==> src/rtl/pipelined_shifter.sv <==
`default_nettype none
// +----------------------------------------------------------------------------+
// | Module : pipelined_shifter                                                 |
// | Two-stage valid/ready ARM-style shifter (LSL/LSR/ASR/ROR/RRX, reg amounts).|
// | Optional imm8 rotate path enabled by macro SHIFTER_IMM_ROT_EN.             |
// | Revision: 1.0 - initial release                                            |
// +----------------------------------------------------------------------------+
module pipelined_shifter #(
  parameter int DATA_W = 32,
  parameter int AMT_W  = 8
) (
  input  logic              clk,
  input  logic              rst,
  input  logic              in_valid,
  output logic              in_ready,
  input  logic [DATA_W-1:0] in_data,
  input  logic [1:0]        in_type,
  input  logic [AMT_W-1:0]  in_amt,
  input  logic              in_by_reg,
  input  logic              in_imm_rot,
  input  logic              in_carry,
  output logic              out_valid,
  input  logic              out_ready,
  output logic [DATA_W-1:0] out_data,
  output logic              out_carry,
  output logic              busy
);
  localparam int LOG2W = $clog2(DATA_W);

  localparam logic [1:0] c_T_LSL = 2'd0;
  localparam logic [1:0] c_T_LSR = 2'd1;
  localparam logic [1:0] c_T_ASR = 2'd2;

  localparam logic [1:0] c_CS_CONST = 2'd0;
  localparam logic [1:0] c_CS_GUARD = 2'd1;
  localparam logic [1:0] c_CS_MSB   = 2'd2;

  localparam logic [LOG2W:0]   c_AMT_FULL = {1'b1, {LOG2W{1'b0}}};
  localparam logic [AMT_W-1:0] c_W_AMT    = AMT_W'(DATA_W);

  logic              r_s0_valid, r_s1_valid;
  logic [DATA_W-1:0] r_s0_data;
  logic              r_s0_rev, r_s0_fill, r_s0_rot, r_s0_cbit;
  logic [LOG2W:0]    r_s0_amt;
  logic [1:0]        r_s0_csel;
  logic [DATA_W-1:0] r_out_data;
  logic              r_out_carry;

  logic              w_s1_ready;
  logic [DATA_W-1:0] w_rev_in, w_res, w_res_rev, w_exe_data;
  logic              w_exe_carry;
  logic [DATA_W-1:0] w_d_data;
  logic              w_d_rev, w_d_fill, w_d_rot, w_d_cbit;
  logic [LOG2W:0]    w_d_amt, w_imm_amt, w_reg_amt;
  logic [1:0]        w_d_csel;
  logic              w_s, w_imm_zero, w_reg_over;

  assign w_s1_ready = !r_s1_valid || out_ready;
  assign in_ready   = !r_s0_valid || w_s1_ready;
  assign out_valid  = r_s1_valid;
  assign out_data   = r_out_data;
  assign out_carry  = r_out_carry;
  assign busy       = r_s0_valid || r_s1_valid;

`ifndef SHIFTER_IMM_ROT_EN
  logic w_unused_imm_rot;
  assign w_unused_imm_rot = in_imm_rot;
`endif

  // Left shifts run through the right-shift network on bit-reversed data.
  for (genvar i = 0; i < DATA_W; i++) begin : g_rev
    assign w_rev_in[i]  = in_data[DATA_W-1-i];
    assign w_res_rev[i] = w_res[DATA_W-1-i];
  end

  assign w_s        = in_data[DATA_W-1];
  assign w_imm_amt  = {1'b0, in_amt[LOG2W-1:0]};
  assign w_imm_zero = (in_amt[LOG2W-1:0] == '0);
  assign w_reg_amt  = (in_amt >= c_W_AMT) ? c_AMT_FULL : in_amt[LOG2W:0];
  assign w_reg_over = (in_amt > c_W_AMT);

  always_comb begin
    w_d_data = in_data;
    w_d_rev  = 1'b0;
    w_d_amt  = '0;
    w_d_fill = 1'b0;
    w_d_rot  = 1'b0;
    w_d_csel = c_CS_CONST;
    w_d_cbit = in_carry;
`ifdef SHIFTER_IMM_ROT_EN
    if (in_imm_rot) begin
      w_d_data = {{(DATA_W-8){1'b0}}, in_data[7:0]};
      w_d_rot  = 1'b1;
      w_d_amt  = {1'b0, in_amt[LOG2W-2:0], 1'b0};
      if (in_amt[LOG2W-2:0] != '0) w_d_csel = c_CS_MSB;
    end else
`endif
    if (!in_by_reg) begin
      case (in_type)
        c_T_LSL: begin
          w_d_data = w_rev_in;
          w_d_rev  = 1'b1;
          if (!w_imm_zero) begin
            w_d_amt  = w_imm_amt;
            w_d_csel = c_CS_GUARD;
          end
        end
        c_T_LSR, c_T_ASR: begin
          w_d_fill = (in_type == c_T_ASR) && w_s;
          w_d_amt  = w_imm_zero ? c_AMT_FULL : w_imm_amt;
          w_d_csel = c_CS_GUARD;
        end
        default: begin
          // Amount 0 encodes RRX: a one-bit right shift filling with the carry.
          if (w_imm_zero) begin
            w_d_amt  = (LOG2W+1)'(1);
            w_d_fill = in_carry;
            w_d_csel = c_CS_GUARD;
          end else begin
            w_d_rot  = 1'b1;
            w_d_amt  = w_imm_amt;
            w_d_csel = c_CS_MSB;
          end
        end
      endcase
    end else if (in_amt != '0) begin
      case (in_type)
        c_T_LSL, c_T_LSR: begin
          if (in_type == c_T_LSL) begin
            w_d_data = w_rev_in;
            w_d_rev  = 1'b1;
          end
          w_d_amt = w_reg_amt;
          if (w_reg_over) w_d_cbit = 1'b0;
          else            w_d_csel = c_CS_GUARD;
        end
        c_T_ASR: begin
          w_d_fill = w_s;
          w_d_amt  = w_reg_amt;
          w_d_csel = c_CS_GUARD;
        end
        default: begin
          if (w_imm_zero) begin
            w_d_cbit = w_s;
          end else begin
            w_d_rot  = 1'b1;
            w_d_amt  = w_imm_amt;
            w_d_csel = c_CS_MSB;
          end
        end
      endcase
    end
  end

  always_ff @(posedge clk) begin
    if (rst) begin
      r_s0_valid <= 1'b0;
      r_s0_data  <= '0;
      r_s0_rev   <= 1'b0;
      r_s0_amt   <= '0;
      r_s0_fill  <= 1'b0;
      r_s0_rot   <= 1'b0;
      r_s0_csel  <= c_CS_CONST;
      r_s0_cbit  <= 1'b0;
    end else if (in_ready) begin
      r_s0_valid <= in_valid;
      if (in_valid) begin
        r_s0_data <= w_d_data;
        r_s0_rev  <= w_d_rev;
        r_s0_amt  <= w_d_amt;
        r_s0_fill <= w_d_fill;
        r_s0_rot  <= w_d_rot;
        r_s0_csel <= w_d_csel;
        r_s0_cbit <= w_d_cbit;
      end
    end
  end

  // Bit 0 of each level is a guard that catches the last bit shifted out.
  logic [DATA_W:0] w_lvl [LOG2W+2];
  assign w_lvl[0] = {r_s0_data, 1'b0};

  for (genvar k = 0; k <= LOG2W; k++) begin : g_lvl
    localparam int c_S = 1 << k;
    if (k < LOG2W) begin : g_part
      assign w_lvl[k+1] = !r_s0_amt[k] ? w_lvl[k] :
                          r_s0_rot ? {w_lvl[k][c_S:1], w_lvl[k][DATA_W:c_S+1], w_lvl[k][0]} :
                                     {{c_S{r_s0_fill}}, w_lvl[k][DATA_W:c_S]};
    end else begin : g_full
      assign w_lvl[k+1] = (!r_s0_amt[k] || r_s0_rot) ? w_lvl[k] :
                          {{DATA_W{r_s0_fill}}, w_lvl[k][DATA_W]};
    end
  end

  assign w_res      = w_lvl[LOG2W+1][DATA_W:1];
  assign w_exe_data = r_s0_rev ? w_res_rev : w_res;

  always_comb begin
    w_exe_carry = r_s0_cbit;
    case (r_s0_csel)
      c_CS_GUARD: w_exe_carry = w_lvl[LOG2W+1][0];
      c_CS_MSB:   w_exe_carry = w_res[DATA_W-1];
      default:    w_exe_carry = r_s0_cbit;
    endcase
  end

  always_ff @(posedge clk) begin
    if (rst) begin
      r_s1_valid  <= 1'b0;
      r_out_data  <= '0;
      r_out_carry <= 1'b0;
    end else if (w_s1_ready) begin
      r_s1_valid <= r_s0_valid;
      if (r_s0_valid) begin
        r_out_data  <= w_exe_data;
        r_out_carry <= w_exe_carry;
      end
    end
  end

endmodule
`default_nettype wire

==> config.mk <==
export PLATFORM = sky130hd
export DESIGN_NAME = pipelined_shifter
export DESIGN_NICKNAME = d
export VERILOG_FILES = /design/src/rtl/pipelined_shifter.sv
export SDC_FILE = /design/constraint.sdc
export NUM_CORES = 1
export LEC_CHECK = 0
export ABC_CLOCK_PERIOD_IN_PS = 2700
export CORE_ASPECT_RATIO = 0.5
export CORE_MARGIN = 2
export CORE_UTILIZATION = 58
export CTS_BUF_LIST = sky130_fd_sc_hd__clkbuf_2
export CTS_CLUSTER_DIAMETER = 40
export DETAILED_ROUTE_END_ITERATION = 8
export GPL_ROUTABILITY_DRIVEN = 0
export PLACE_DENSITY = 0.84
export SYNTH_ARGS = -nofsm -noshare
export SYNTH_HDL_FRONTEND = slang
export SYNTH_SLANG_ARGS = --single-unit
export TNS_END_PERCENT = 20
==> constraint.sdc <==
create_clock -name clk -period 2.7 [get_ports clk]
set_input_delay 0.54 -clock clk [delete_from_list [all_inputs] [get_ports clk]]
set_output_delay 0.54 -clock clk [all_outputs]
set_load 0.01 [all_outputs]
==> qor.yml <==
status: "finished clean"
place_area_um2: 7515
cpPeakStageDelay_ns: 0.56
synth_cell_types: 67
cts_buffers: 9
core_um2: 10910
ant_nets: 0
power_density_nw_per_um2: 426.7
path_buf_inv: 2
crit_top_cell: "mux4_2"
cts_tree: "built"
worstPathMaxFanout: 19
p_clk_share_pct: 19.3
utilization_pct: 69.97
min_path_type: "input pin to flip-flop"
fin_skew_ns: 0.03183
ff2ff_path_depth: 8
async_flop_share_pct: 0
drive_above_1_share_pct: 17.16
r2r_end: "out_data[0]"
cp_cell_sequence: "buf_12, mux4_2, buf_4, mux4_2, nand2_1, o211ai_1, a32oi_1, o21ai_1"
fin_crit_sh_pct: 96.74
yosys_register_bits: 79
clockRootBuffer: "clkbuf_2"
synth-edff-count: 0
synth_fp_nets: 786
wirelength_um: 19390
drcViolationCount: 0
power_uw: 3258
intPower_uw: 1991
synthFlopType: "dfxtp_1"
rsz0062_at_grt: "false"
cp-endpoint: "out_data[0]"
cp_slowest_cell: "mux4_2"
slew_headroom_pct: 35.54
nets: 860
antenna_found_initial: 1
die_h_um: 78.63
worst-slew-pin-transition_ns: 0.9633
ir_worst_vdd_uv: 256.2
vias_per_cell: 6.886
start_util_pct: 59.21
switchingPower_uw: 1267
final_area_um2: 7635
grt-ovfl-total: 0
cp_data_required_time_ns: 3.20
crit_family: "multiplexers"
finalCriticalPeriod_ns: 2.612
drt_first_pass_iters: 6
start_kind: "flip-flop"
maxCapViolCount: 0
syn_area_per_cell_um2: 8.839
wire_per_inst_um: 20.28
p_leak_uw: 0.002840
htree_levels: 3
r2r_start: "r_s0_amt[1]"
grt_max_degree: 78
p_comb_share_pct: 38.5
row_count: 27
seq_power_share_pct: 42.2
crit_start: "r_s0_amt[1]"
fp.dieW_um: 153.3
critical_path_class: "flip-flop to flip-flop"
slew_violations: 0
track_usage_pct: 32.48
synth_seq_area_share_pct: 24.48
die_area_um2: 12050
cts_setup_buffers: 0
clock_latency_ns: 0.61
io_pins: 85
clockBufferDepth: 2
syn_to_final_growth_pct: 18.16
cts_sinks: 79
setup_viol: 0
end_kind: "flip-flop"
grt_pass1_vias: 5862
p_sw_share_pct: 38.89
hold_violations: 0
cts.clk_slew.worst_paths_ns: 0.24
drt_iter0_markers: 1089
regToRegSetupSlack_ns: 0.09
synth_area_um2: 6461
grt_pass1_wl_um: 31030
io_buffers: 83
worst_ep_arrival_time_ns: 3.11
crit_cells: 8
syn_inst: 731
dpl.hpwl_um: 14960
hold_ws_ns: 0.2408
vias: 6583
max_freq_ghz: 0.3829
yosys_warnings: 0
[sequential cells by signal, indices dropped and copies added (netlist names)]
| name | cells |
|---|---|
| out_data | 32 |
| r_s0_data | 32 |
| r_s0_amt | 6 |
| r_s0_csel | 2 |
| out_carry | 1 |
| out_valid | 1 |
| r_s0_cbit | 1 |
| r_s0_fill | 1 |
| r_s0_rev | 1 |
| r_s0_rot | 1 |
| r_s0_valid | 1 |
[power by group through the flow]
stage | clock network, uW | logic (uW) | registers [uW]
3_3_place_gp | 0 | 1180 | 1380
3_5_place_dp | 0 | 1210 | 1390
4_1_cts | 643 | 1210 | 1370
2_1_floorplan | 0 | 800 | 1360
6_report | 629 | 1260 | 1370
5_1_grt | 678 | 1330 | 1390
[cell type report]
class / instances / area [um2]
antenna: 1 / 2.502
clock buffer: 9 / 45.04
clock inverter: 7 / 62.56
fill: 877 / 3277
inverter: 11 / 41.29
multi-input combinational: 578 / 4516
sequential: 79 / 1588
tap: 145 / 181.4
timing repair buffer: 126 / 1199
[cells in the mapped netlist (11+ instances only)]
master    instances  area (um2)
a21oi_1          37       185.2
o221ai_1         15       131.4
a211oi_1         52       390.4
nor3_1           12       60.06
mux2_2           16       180.2
clkbuf_1         31       116.4
nand3_1          11       55.05
dfxtp_1          79        1582
nand2_1          60       225.2
nor2_1          101       379.1
mux4_2           46        1036
o21ai_0          31       155.2
mux2i_1          56       560.5
o211ai_1         11       82.58
[placed cells by master, fill, tap and decap left out, types with 4 or more instances in the layout]
| master | netlist | routed |
|---|---|---|
| nor2_1 | 101 | 101 |
| clkdlybuf4s50_1 | 0 | 82 |
| dfxtp_1 | 79 | 76 |
| nand2_1 | 60 | 60 |
| mux2i_1 | 56 | 56 |
| a211oi_1 | 52 | 52 |
| mux4_2 | 46 | 46 |
| buf_4 | 10 | 39 |
| a21oi_1 | 37 | 37 |
| o21ai_0 | 31 | 31 |
| mux2_2 | 16 | 16 |
| o221ai_1 | 15 | 15 |
| nor3_1 | 12 | 12 |
| nand3_1 | 11 | 11 |
| o211ai_1 | 11 | 11 |
| inv_1 | 9 | 9 |
| nor2b_1 | 10 | 9 |
| clkbuf_2 | 0 | 9 |
| a311oi_1 | 8 | 8 |
| and2_1 | 8 | 7 |
| a221oi_1 | 8 | 7 |
| nand2b_1 | 6 | 6 |
| a221o_1 | 6 | 6 |
| ha_1 | 6 | 6 |
| o21ai_1 | 5 | 5 |
| a32oi_1 | 5 | 5 |
| a211o_1 | 5 | 5 |
| or2_2 | 4 | 4 |
| nor4_1 | 4 | 4 |
| o22ai_1 | 4 | 4 |
| inv_6 | 0 | 4 |
| buf_12 | 1 | 4 |
[repair_timing]
item                       4_1_cts  5_1_grt
hold buffers                     0        0
hold endpoints to repair         0        0
setup endpoints to repair        0       19
gates resized for setup          0        3
[stage by stage]
step	TNS, ns	cells	setup slack (ns)
after detailed placement	-0.9420	939	-0.1498
after global routing	0	956	0.01064
after global placement	-0.09841	939	-0.09013
final	0	956	0.08803
after CTS	0	955	0.07674
after floorplan	0	731	0.3584
[cell families (layout without fill, tap and decap cells)]
family / Yosys count / in the layout / share of synthesized area (%)
and+or+nand+nor: 227 / 227 / 15.41
AOI/OAI and AO/OA: 225 / 225 / 25.08
muxes: 120 / 120 / 28.08
DFF: 79 / 79 / 24.48
buffers and inverters: 74 / 153 / 5.790
adders and majority gates: 6 / 6 / 1.162
other: 0 / 1 / 0
[routing by layer]
layer	GRT usage, %	wire, um	up-vias
met3	9.001	2656	71
li1	-	-	2989
met2	47.46	8147	529
met5	0	0	-
met1	45.75	7982	2994
met4	12.50	599	0
[worst min-delay path by stage]
stage                       startpoint      endpoint  depth (start not counted)  slack, ns
final                              rst  out_data[26]                          2       0.24
after global placement    out_data[28]  out_data[28]                          1       0.45
after floorplan           r_s0_csel[1]  r_s0_csel[1]                          2       0.45
after CTS                          rst  out_data[26]                          2       0.19
after global routing               rst  out_data[26]                          2       0.22
after detailed placement   out_data[3]   out_data[3]                          1       0.46
Power figures use the tool's default switching activity.
